<file path="config.mk">
export PLATFORM = sky130hd
export DESIGN_NAME = seq_fetch_flat
export DESIGN_NICKNAME = d
export VERILOG_FILES = /design/src/rtl/seq_fetch_if.sv /design/src/rtl/seq_fetch.sv /design/src/flat_wrapper.sv
export SDC_FILE = /design/constraint.sdc
export NUM_CORES = 2
export LEC_CHECK = 0
export BUFFER_PORTS_ARGS = -buffer_cell sky130_fd_sc_hd__buf_2
export CELL_PAD_IN_SITES_DETAIL_PLACEMENT = 1
export CELL_PAD_IN_SITES_GLOBAL_PLACEMENT = 2
export CORE_MARGIN = 2
export CORE_UTILIZATION = 35
export DETAILED_ROUTE_END_ITERATION = 6
export PLACE_DENSITY = 0.59
export SLEW_MARGIN = 10
export SYNTH_ARGS = -nofsm -noshare
export SYNTH_HDL_FRONTEND = slang
export SYNTH_SLANG_ARGS = --single-unit
</file>
<file path="constraint.sdc">
create_clock -name clock -period 2.9 [get_ports clock]
set_input_delay 0.58 -clock clock [delete_from_list [all_inputs] [get_ports clock]]
set_output_delay 0.58 -clock clock [all_outputs]
set_load 0.1 [all_outputs]
</file>
<file path="src/rtl/seq_fetch_if.sv">
// seq_fetch_if: link between the fetch controller and the Seq sequencer.
//
//   inst      fetch -> Seq   instruction word, valid only while inst_wen is high
//   inst_wen  fetch -> Seq   one-cycle instruction write strobe
//   seq_next  Seq -> fetch   Seq's next-address output, sampled in WAIT
//
// Modports: master = fetch controller side, slave = sequencer side.
interface seq_fetch_if #(
    parameter int InstSize = 12,
    parameter int AddrSize = 8
);
    logic [InstSize-1:0] inst;
    logic                inst_wen;
    logic [AddrSize-1:0] seq_next;

    modport master (output inst, output inst_wen, input seq_next);
    modport slave  (input inst, input inst_wen, output seq_next);
endinterface

</file>
<file path="src/rtl/seq_fetch.sv">
// seq_fetch: instruction fetch controller for the Seq sequencer.
//
// Holds a 2^AddrSize x InstSize program memory. The host loads it while the
// unit is stopped (IDLE or DONE). On start the unit issues instructions one
// at a time (FETCH -> ISSUE -> WAIT) starting at address 0. It follows Seq's
// next-address output as its program counter, and stops in DONE when Seq
// points back at the instruction just issued.
//
// Ports:
//   clock, reset          clock and asynchronous active-high reset
//   prog_addr/data/wen    program memory write port (honoured only when stopped)
//   start                 begin execution at address 0 (ignored while running)
//   halt                  abort execution; has priority over start
//   seq_bus (master)      inst / inst_wen to Seq, seq_next from Seq
//   pc                    address of the current or most recent instruction
//   running               high in FETCH, ISSUE and WAIT
//   done                  high in DONE
//   issued                instructions issued since the last start (saturating)
//   prog_err              sticky flag: a program write arrived while running
module seq_fetch #(
    parameter int InstSize = 12,
    parameter int AddrSize = 8
) (
    input  logic                clock,
    input  logic                reset,
    input  logic [AddrSize-1:0] prog_addr,
    input  logic [InstSize-1:0] prog_data,
    input  logic                prog_wen,
    input  logic                start,
    input  logic                halt,
    seq_fetch_if.master         seq_bus,
    output logic [AddrSize-1:0] pc,
    output logic                running,
    output logic                done,
    output logic [15:0]         issued,
    output logic                prog_err
);

    localparam logic [2:0] S_IDLE  = 3'd0;
    localparam logic [2:0] S_FETCH = 3'd1;
    localparam logic [2:0] S_ISSUE = 3'd2;
    localparam logic [2:0] S_WAIT  = 3'd3;
    localparam logic [2:0] S_DONE  = 3'd4;

    localparam int Depth = 1 << AddrSize;

    logic [InstSize-1:0] mem [Depth];

    logic [2:0] state;
    logic [2:0] state_nxt;
    logic       stopped;

    function automatic logic [15:0] sat_inc(input logic [15:0] v);
        return (v == 16'hFFFF) ? v : v + 16'd1;
    endfunction

    assign stopped = (state == S_IDLE) || (state == S_DONE);

    always_comb begin
        state_nxt = state;
        case (state)
            S_IDLE, S_DONE: begin
                if (start && !halt)
                    state_nxt = S_FETCH;
            end
            S_FETCH: state_nxt = halt ? S_IDLE : S_ISSUE;
            S_ISSUE: state_nxt = halt ? S_IDLE : S_WAIT;
            S_WAIT: begin
                if (halt)
                    state_nxt = S_IDLE;
                else if (seq_bus.seq_next == pc)
                    state_nxt = S_DONE;
                else
                    state_nxt = S_FETCH;
            end
            default: state_nxt = S_IDLE;
        endcase
    end

    // Program memory is not reset. Writes land only while stopped, so a
    // write coinciding with start is visible to the FETCH that follows.
    always_ff @(posedge clock) begin
        if (prog_wen && stopped)
            mem[prog_addr] <= prog_data;
    end

    always_ff @(posedge clock or posedge reset) begin
        if (reset) begin
            state            <= S_IDLE;
            seq_bus.inst     <= '0;
            seq_bus.inst_wen <= 1'b0;
            pc               <= '0;
            running          <= 1'b0;
            done             <= 1'b0;
            issued           <= '0;
            prog_err         <= 1'b0;
        end else begin
            state <= state_nxt;
            // Status flags follow the next state so they are registered
            // outputs that line up with the state they describe.
            running <= (state_nxt == S_FETCH) || (state_nxt == S_ISSUE) ||
                       (state_nxt == S_WAIT);
            done    <= (state_nxt == S_DONE);

            if (prog_wen && !stopped)
                prog_err <= 1'b1;

            case (state)
                S_IDLE, S_DONE: begin
                    if (start && !halt) begin
                        pc     <= '0;
                        issued <= '0;
                    end
                end
                S_FETCH: begin
                    // A halt here aborts before the strobe is raised.
                    if (!halt) begin
                        seq_bus.inst     <= mem[pc];
                        seq_bus.inst_wen <= 1'b1;
                    end
                end
                S_ISSUE: begin
                    // The strobe is already high this cycle, so the
                    // instruction counts even if halt is also asserted.
                    seq_bus.inst_wen <= 1'b0;
                    issued           <= sat_inc(issued);
                end
                S_WAIT: begin
                    if (!halt && (seq_bus.seq_next != pc))
                        pc <= seq_bus.seq_next;
                end
                default: ;
            endcase
        end
    end

endmodule

</file>
<file path="src/flat_wrapper.sv">
// flat-port wrapper written by rule: the top's interface ports become plain ports
module seq_fetch_flat 
#(
    parameter int InstSize = 12,
    parameter int AddrSize = 8
)
  (clock, reset, prog_addr, prog_data, prog_wen, start, halt, pc, running, done, issued, prog_err, seq_bus_inst, seq_bus_inst_wen, seq_bus_seq_next);
  seq_fetch_if #(.InstSize(InstSize), .AddrSize(AddrSize)) seq_bus_i ();
  input  logic clock;
  input  logic reset;
  input  logic [AddrSize-1:0] prog_addr;
  input  logic [InstSize-1:0] prog_data;
  input  logic prog_wen;
  input  logic start;
  input  logic halt;
  output logic [AddrSize-1:0] pc;
  output logic running;
  output logic done;
  output logic [15:0] issued;
  output logic prog_err;
  output wire logic [$bits(seq_bus_i.inst)-1:0] seq_bus_inst;
  output wire logic [$bits(seq_bus_i.inst_wen)-1:0] seq_bus_inst_wen;
  input wire logic [$bits(seq_bus_i.seq_next)-1:0] seq_bus_seq_next;
  assign seq_bus_inst = seq_bus_i.inst;
  assign seq_bus_inst_wen = seq_bus_i.inst_wen;
  assign seq_bus_i.seq_next = seq_bus_seq_next;
  seq_fetch #(.InstSize(InstSize), .AddrSize(AddrSize)) u_core (.clock(clock), .reset(reset), .prog_addr(prog_addr), .prog_data(prog_data), .prog_wen(prog_wen), .start(start), .halt(halt), .seq_bus(seq_bus_i), .pc(pc), .running(running), .done(done), .issued(issued), .prog_err(prog_err));
endmodule
</file>
# Word-level counts from Yosys, hierarchy flattened
# Memories as Yosys holds them, arrays and structs flattened. A register that Yosys moved wholly into a read port is not among the register bits.
# Cells that the tools add are included.
# Widths: inputs -> output; s select.
dict set report op_classes {
  eq_ne 15
  mux 16
  reduce_logical 18
  n_addsub 1
  bitwise 1
}
# op n
set op_table {}
lappend op_table {{$mux 16} 2}
lappend op_table {{$pmux 16 s2} 1}
lappend op_table {{$add 16x1->16 const B} 1}
lappend op_table {{$eq 16x16->1 const B} 1}
lappend op_table {{$mux 8} 2}
lappend op_table {{$pmux 8 s2} 1}
lappend op_table {{$eq 3x2->1 const B} 4}
lappend op_table {{$pmux 3 s4} 1}
lappend op_table {{$mux 3} 3}
lappend op_table {{$eq 8x8->1} 1}
lappend op_table {{$ne 8x8->1} 1}
lappend op_table {{$eq 3x1->1 const B} 2}
lappend op_table {{$eq 3x3->1 const B} 2}
lappend op_table {{$reduce_and 3->1} 2}
lappend op_table {{$reduce_bool 2->1} 3}
lappend op_table {{$logic_and 1x1->1} 4}
lappend op_table {{$mux 2} 2}
lappend op_table {{$ne 2x1->1 const B} 2}
lappend op_table {{$ne 2x2->1 const B} 2}
lappend op_table {{$reduce_and 2->1} 2}
lappend op_table {{$logic_not 3->1} 1}
lappend op_table {{$logic_or 1x1->1} 3}
lappend op_table {{$mux 1} 3}
lappend op_table {{$logic_not 1->1} 2}
lappend op_table {{other kinds (3)} 3}
dict set report totals {
  memories 1
  out_inout_bits 40
  wordCells 59
  ram_bits 3072
  in_bits 33
  register_bits 31
}
# name words width read_ports rd_clocked_by_memory_dff write_ports line_no
set memory_table {}
lappend memory_table {u_core.mem 256 12 1 1 1 seq_fetch.sv:47} ;# logic [InstSize-1:0] mem [Depth];

# Longest topological paths before layout
dict set report depth {
  ltp_word 7
  mapped_depth 12
  mapped_depth_nobuf 7
}

# Least setup slack after synthesis
# OpenSTA, ideal clock, no wires.
dict set report synth_path {
  path_kind {flip-flop to flip-flop}
  startpoint {register u_core.pc[1]}
  endpoint {register u_core.seq_bus.inst[11] (read register of u_core.mem)}
  n_path_buf 2
  path_stages_with_launch 9
  required_ns 2.775
  synth_period_minus_slack_ns 2.983
  arrival_time_ns 2.858
  slack_ns -0.083
  setup_ns 0.125
  cell_sequence {dfrtp_1 buf_6 buf_2 mux4_2 mux2_2 a221o_1 a31oi_1 o41a_1 o31ai_2}
}
# element line_no
set synth_rtl {}
lappend synth_rtl {{start, declared} seq_fetch.sv:32} ;# output logic [AddrSize-1:0] pc,
lappend synth_rtl {{start signal, assigned} seq_fetch.sv:130} ;# pc <= seq_bus.seq_next;
lappend synth_rtl {{end, declared} seq_fetch_if.sv:16} ;# modport master (output inst, output inst_wen, input seq_next);

==> results.md <==
- Clock sinks: 3,115
- Die area: 352,600 um^2
- Hold Violations, Final: 0
- # IOs: 73
- Synth top area share: between 70% and 80%
- Clock power frac: 40.9%
- Failing checks: setup timing
- Starting DRT DRC Count: ~6,300
- Vias in the first global route: 67,970
- Final cell count without fillers: 12,020
- Total core area: 346,200 um^2
- Commonest non-fill, non-tap cell in the layout: edfxtp_1
- Die height: 593.8 um
- Internal: a little under 80 mW
- Switching share of power: 24.28%
- Final Instance Area: 148,400 um^2
- Synth Register Bits: 3,115
- Initial DRT Pass Iterations: 5
- R2R depth: 11
- Post-synthesis cell count: 6,033
- Bufs on Longest Clock Path: 4
- Die width: 593.8 um
- Final worst setup slack: -0.2210 ns
- Number of cell rows: around 220
- Area leader, netlist: edfxtp_1
- Layout cell share with drive strength beyond 1: between 30% and 40%
- GPL Wtd Cong: 0.8308
- HPWL after detailed placement: 253,600 um
- Post-synth ARST share: 1.380%
- Placed cell count: 11,320
- Final ANT Viol Nets: 0
- Clock insertion delay at the later pin of the skew report: between 0.9 and 1 ns
- Slew Limit Fails: 0
- Hold EP: u_core.pc[7]
- TritonCTS buffer count: 340
- Post-Syn Nets: around 6,100
- Seq pwr share: 48.9%
- Seq/Total Area, Yosys: between 70% and 80%
- Main area contributors after synthesis: edfxtp_1 76%, mux4_2 8.4%, mux2i_1 5.3%, o22ai_1 0.97%, dfrtp_1 0.88%
- Reg2Reg Capture Point: u_core.seq_bus.inst[3]
- Initial antenna violation count: 29
- Crit end category: flip-flop
- Most frequent cells in the layout: 3,072 x edfxtp_1, 808 x buf_4, 635 x mux2i_1
- Final worst path period share: 107.6%
- RSZ-0062 raised after global routing: true
- PortBufs: roughly 70
- Clock root buffer: clkbuf_16
- Setup CP Type: flip-flop to flip-flop
- Synth cell types: between 70 and 80
- Cell area power density: 689.4 nW/um^2
- Achievable frequency: 320.4 MHz
- H-tree depth: 5
- Maximum VDD drop: 440.5 uV
- Initial Util: 35.16%
- Slew margin rel.: between 30% and 40%
- Average cell area after synthesis: between 20 and 25 um^2
- Worst Tran Pin Value: 0.9519 ns
- Synth warn: 0
- DRC violations left: 0
- Via count: about 65,000
- Min-Delay Path Depth: 3
- Final count of negative-setup-slack endpoints: 13
- Avg WL per Cell: 32.45 um
- Clk_skew: 0.03214 ns
- Routed wire length: 389,900 um
- Area delta synth->final: 21.94%
- Crit start category: flip-flop
- EDFF count, synth: 3,072
- First-pass GRT wire length: 542,900 um
- Status: finished, violations left
- P_sw: 24.85 mW
- Min-delay worst type: input pin to flip-flop
- Post-route setup TNS: -1.567 ns
- Final Net Count: 7,186
- Post-Syn Area: 121,700 um^2
- Total grt overflow: 0
- # Max-Cap Violations: 0
- CP Data Required Time: 3.68 ns
- Number of fill cells in the layout: 32,630
- Min Tclk post-route: roughly 3.1 ns
- Worst-path clk slew: 0.06 ns
- Flop-to-flop setup slack: -0.22 ns
- Leakage: 46.64 nW
- All-Layer GR Usage: 21.66%
- Worst Path Max Fanout: 7
- Critical hold path startpoint: seq_bus_seq_next[7]
- CP arrival: 3.90 ns
- Largest net degree at the start of global routing: 113
- R2r startpoint: u_core.pc[0]
- Combinational power share: 10.2%
- Placed Instance Area: about 140,000 um^2
- Most used DFF post-synth: edfxtp_1
- CTS tree: done
- Via density: 5.427
-- routing by layer --
metal	vias to the layer above	track usage [%]	wire, um	share of wire [%]
met1	35540	29.89	168200	43
met3	458	2.472	19030	4.9
li1	27360	-	-	-
met2	1843	36.16	190700	49
met5	-	0	20	0.0051
met4	2	6.253	11940	3.1
-- power groups by stage --
stage | Clock (mW) | Sequential [mW] | Combinational [mW]
floorplan | 0 | 51.5 | 4.06
global placement | 0 | 50.9 | 9.72
detailed placement | 0 | 51.0 | 9.81
CTS | 42.8 | 50.0 | 10.4
global route | 44.3 | 50.0 | 10.9
finish | 41.9 | 50.0 | 10.5
-- stage by stage --
stage	setup slack, ns	util, %	hold WS, ns	total power [mW]
3_3_place_gp	-0.7505	39.10	0.4483	60.67
6_report	-0.2210	42.88	0.04888	102.3
5_1_grt	-0.2932	42.87	0.03067	105.2
2_1_floorplan	0.1220	-	0.5604	55.55
3_5_place_dp	-0.7557	39.10	0.4588	60.76
4_1_cts	-0.1328	42.65	0.007406	103.1
-- how the worst max path moves through the flow --
stage	from	end	depth (start not counted)
2_1_floorplan	u_core.pc[2]	u_core.seq_bus.inst[4]	8
3_3_place_gp	u_core.pc[0]	u_core.seq_bus.inst[5]	10
3_5_place_dp	u_core.pc[0]	u_core.seq_bus.inst[5]	10
4_1_cts	u_core.pc[0]	u_core.seq_bus.inst[5]	11
5_1_grt	u_core.pc[1]	u_core.seq_bus.inst[1]	12
6_report	u_core.pc[0]	u_core.seq_bus.inst[3]	11
-- final cells by class --
| cell class | instances | area [um^2] | area share (%) |
|---|---|---|---|
| tap | 4578 | 5728 | 3.859 |
| multi-input combinational | 2537 | 26880 | 18.10 |
| clock buffer | 443 | 9135 | 6.154 |
| timing repair buffer | 1145 | 11790 | 7.942 |
| clock inverter | 171 | 1459 | 0.9828 |
| inverter | 13 | 85.08 | 0.05732 |
| antenna | 13 | 32.53 | 0.02191 |
| sequential | 3115 | 93340 | 62.88 |
-- synth_stat cells, types with 5 or more instances --
master     instances
edfxtp_1        3072
mux2i_1          644
mux4_2           454
nor2_1           286
o22ai_1          189
clkbuf_1         134
nand2_1          133
o221ai_1         116
a21oi_1           89
buf_6             69
mux2_2            69
a221oi_1          66
nand3_1           64
o21ai_0           64
buf_2             60
buf_4             55
nor3_1            52
a211oi_1          45
dfrtp_1           43
o21ai_1           22
buf_12            21
nand4_1           19
a221o_1           17
a22oi_1           15
xnor2_1           15
and2_1            14
buf_1             14
buf_8             14
a211o_1           12
nor2b_1           11
a31oi_1           10
inv_1             10
o221ai_2           9
a2111oi_0          8
o211ai_1           8
o31ai_1            8
a22o_1             7
o31ai_2            7
o41a_1             7
and3_1             6
o21a_1             6
xor2_1             6
nand2b_1           5
nor4_1             5
-- sequential cells by signal, indices dropped and copies added (netlist names) --
name	cells
u_core.done	1
u_core.issued	16
u_core.mem	3072
u_core.pc	8
u_core.prog_err	1
u_core.running	1
u_core.seq_bus.inst	12
u_core.seq_bus.inst_wen	1
u_core.state	3
-- critical path: stages (launching register included) --
cell       delay [ns]
dfrtp_4          0.56
buf_8            0.18
buf_16           0.19
clkinv_16        0.11
buf_16           0.17
buf_6            0.14
mux2_4           0.32
a221o_1          0.36
a31oi_1          0.15
buf_4            0.21
o41a_1           0.37
o31ai_2          0.12
-- what timing repair did --
action	in CTS	in global routing
cloned	13	7
hold buffers	12	0
pin swaps	42	30
setup buffers	31	10
hold endpoints to repair	61	0
resized for setup	199	92
endpoints found under the setup margin	17	23
-- logic make-up after synthesis --
logic type               count (synthesis)  synth area share, %
flip-flops                            3115                76.66
multiplexers                          1170                14.39
XOR/XNOR                                21               0.1511
AND/OR/NAND/NOR                        617                2.217
AO/OA/AOI/OAI                          727                4.318
adder cells (fa/ha/maj)                  1              0.01028
buffers and inverters                  382                2.257
(Power assumes the default switching activity.)
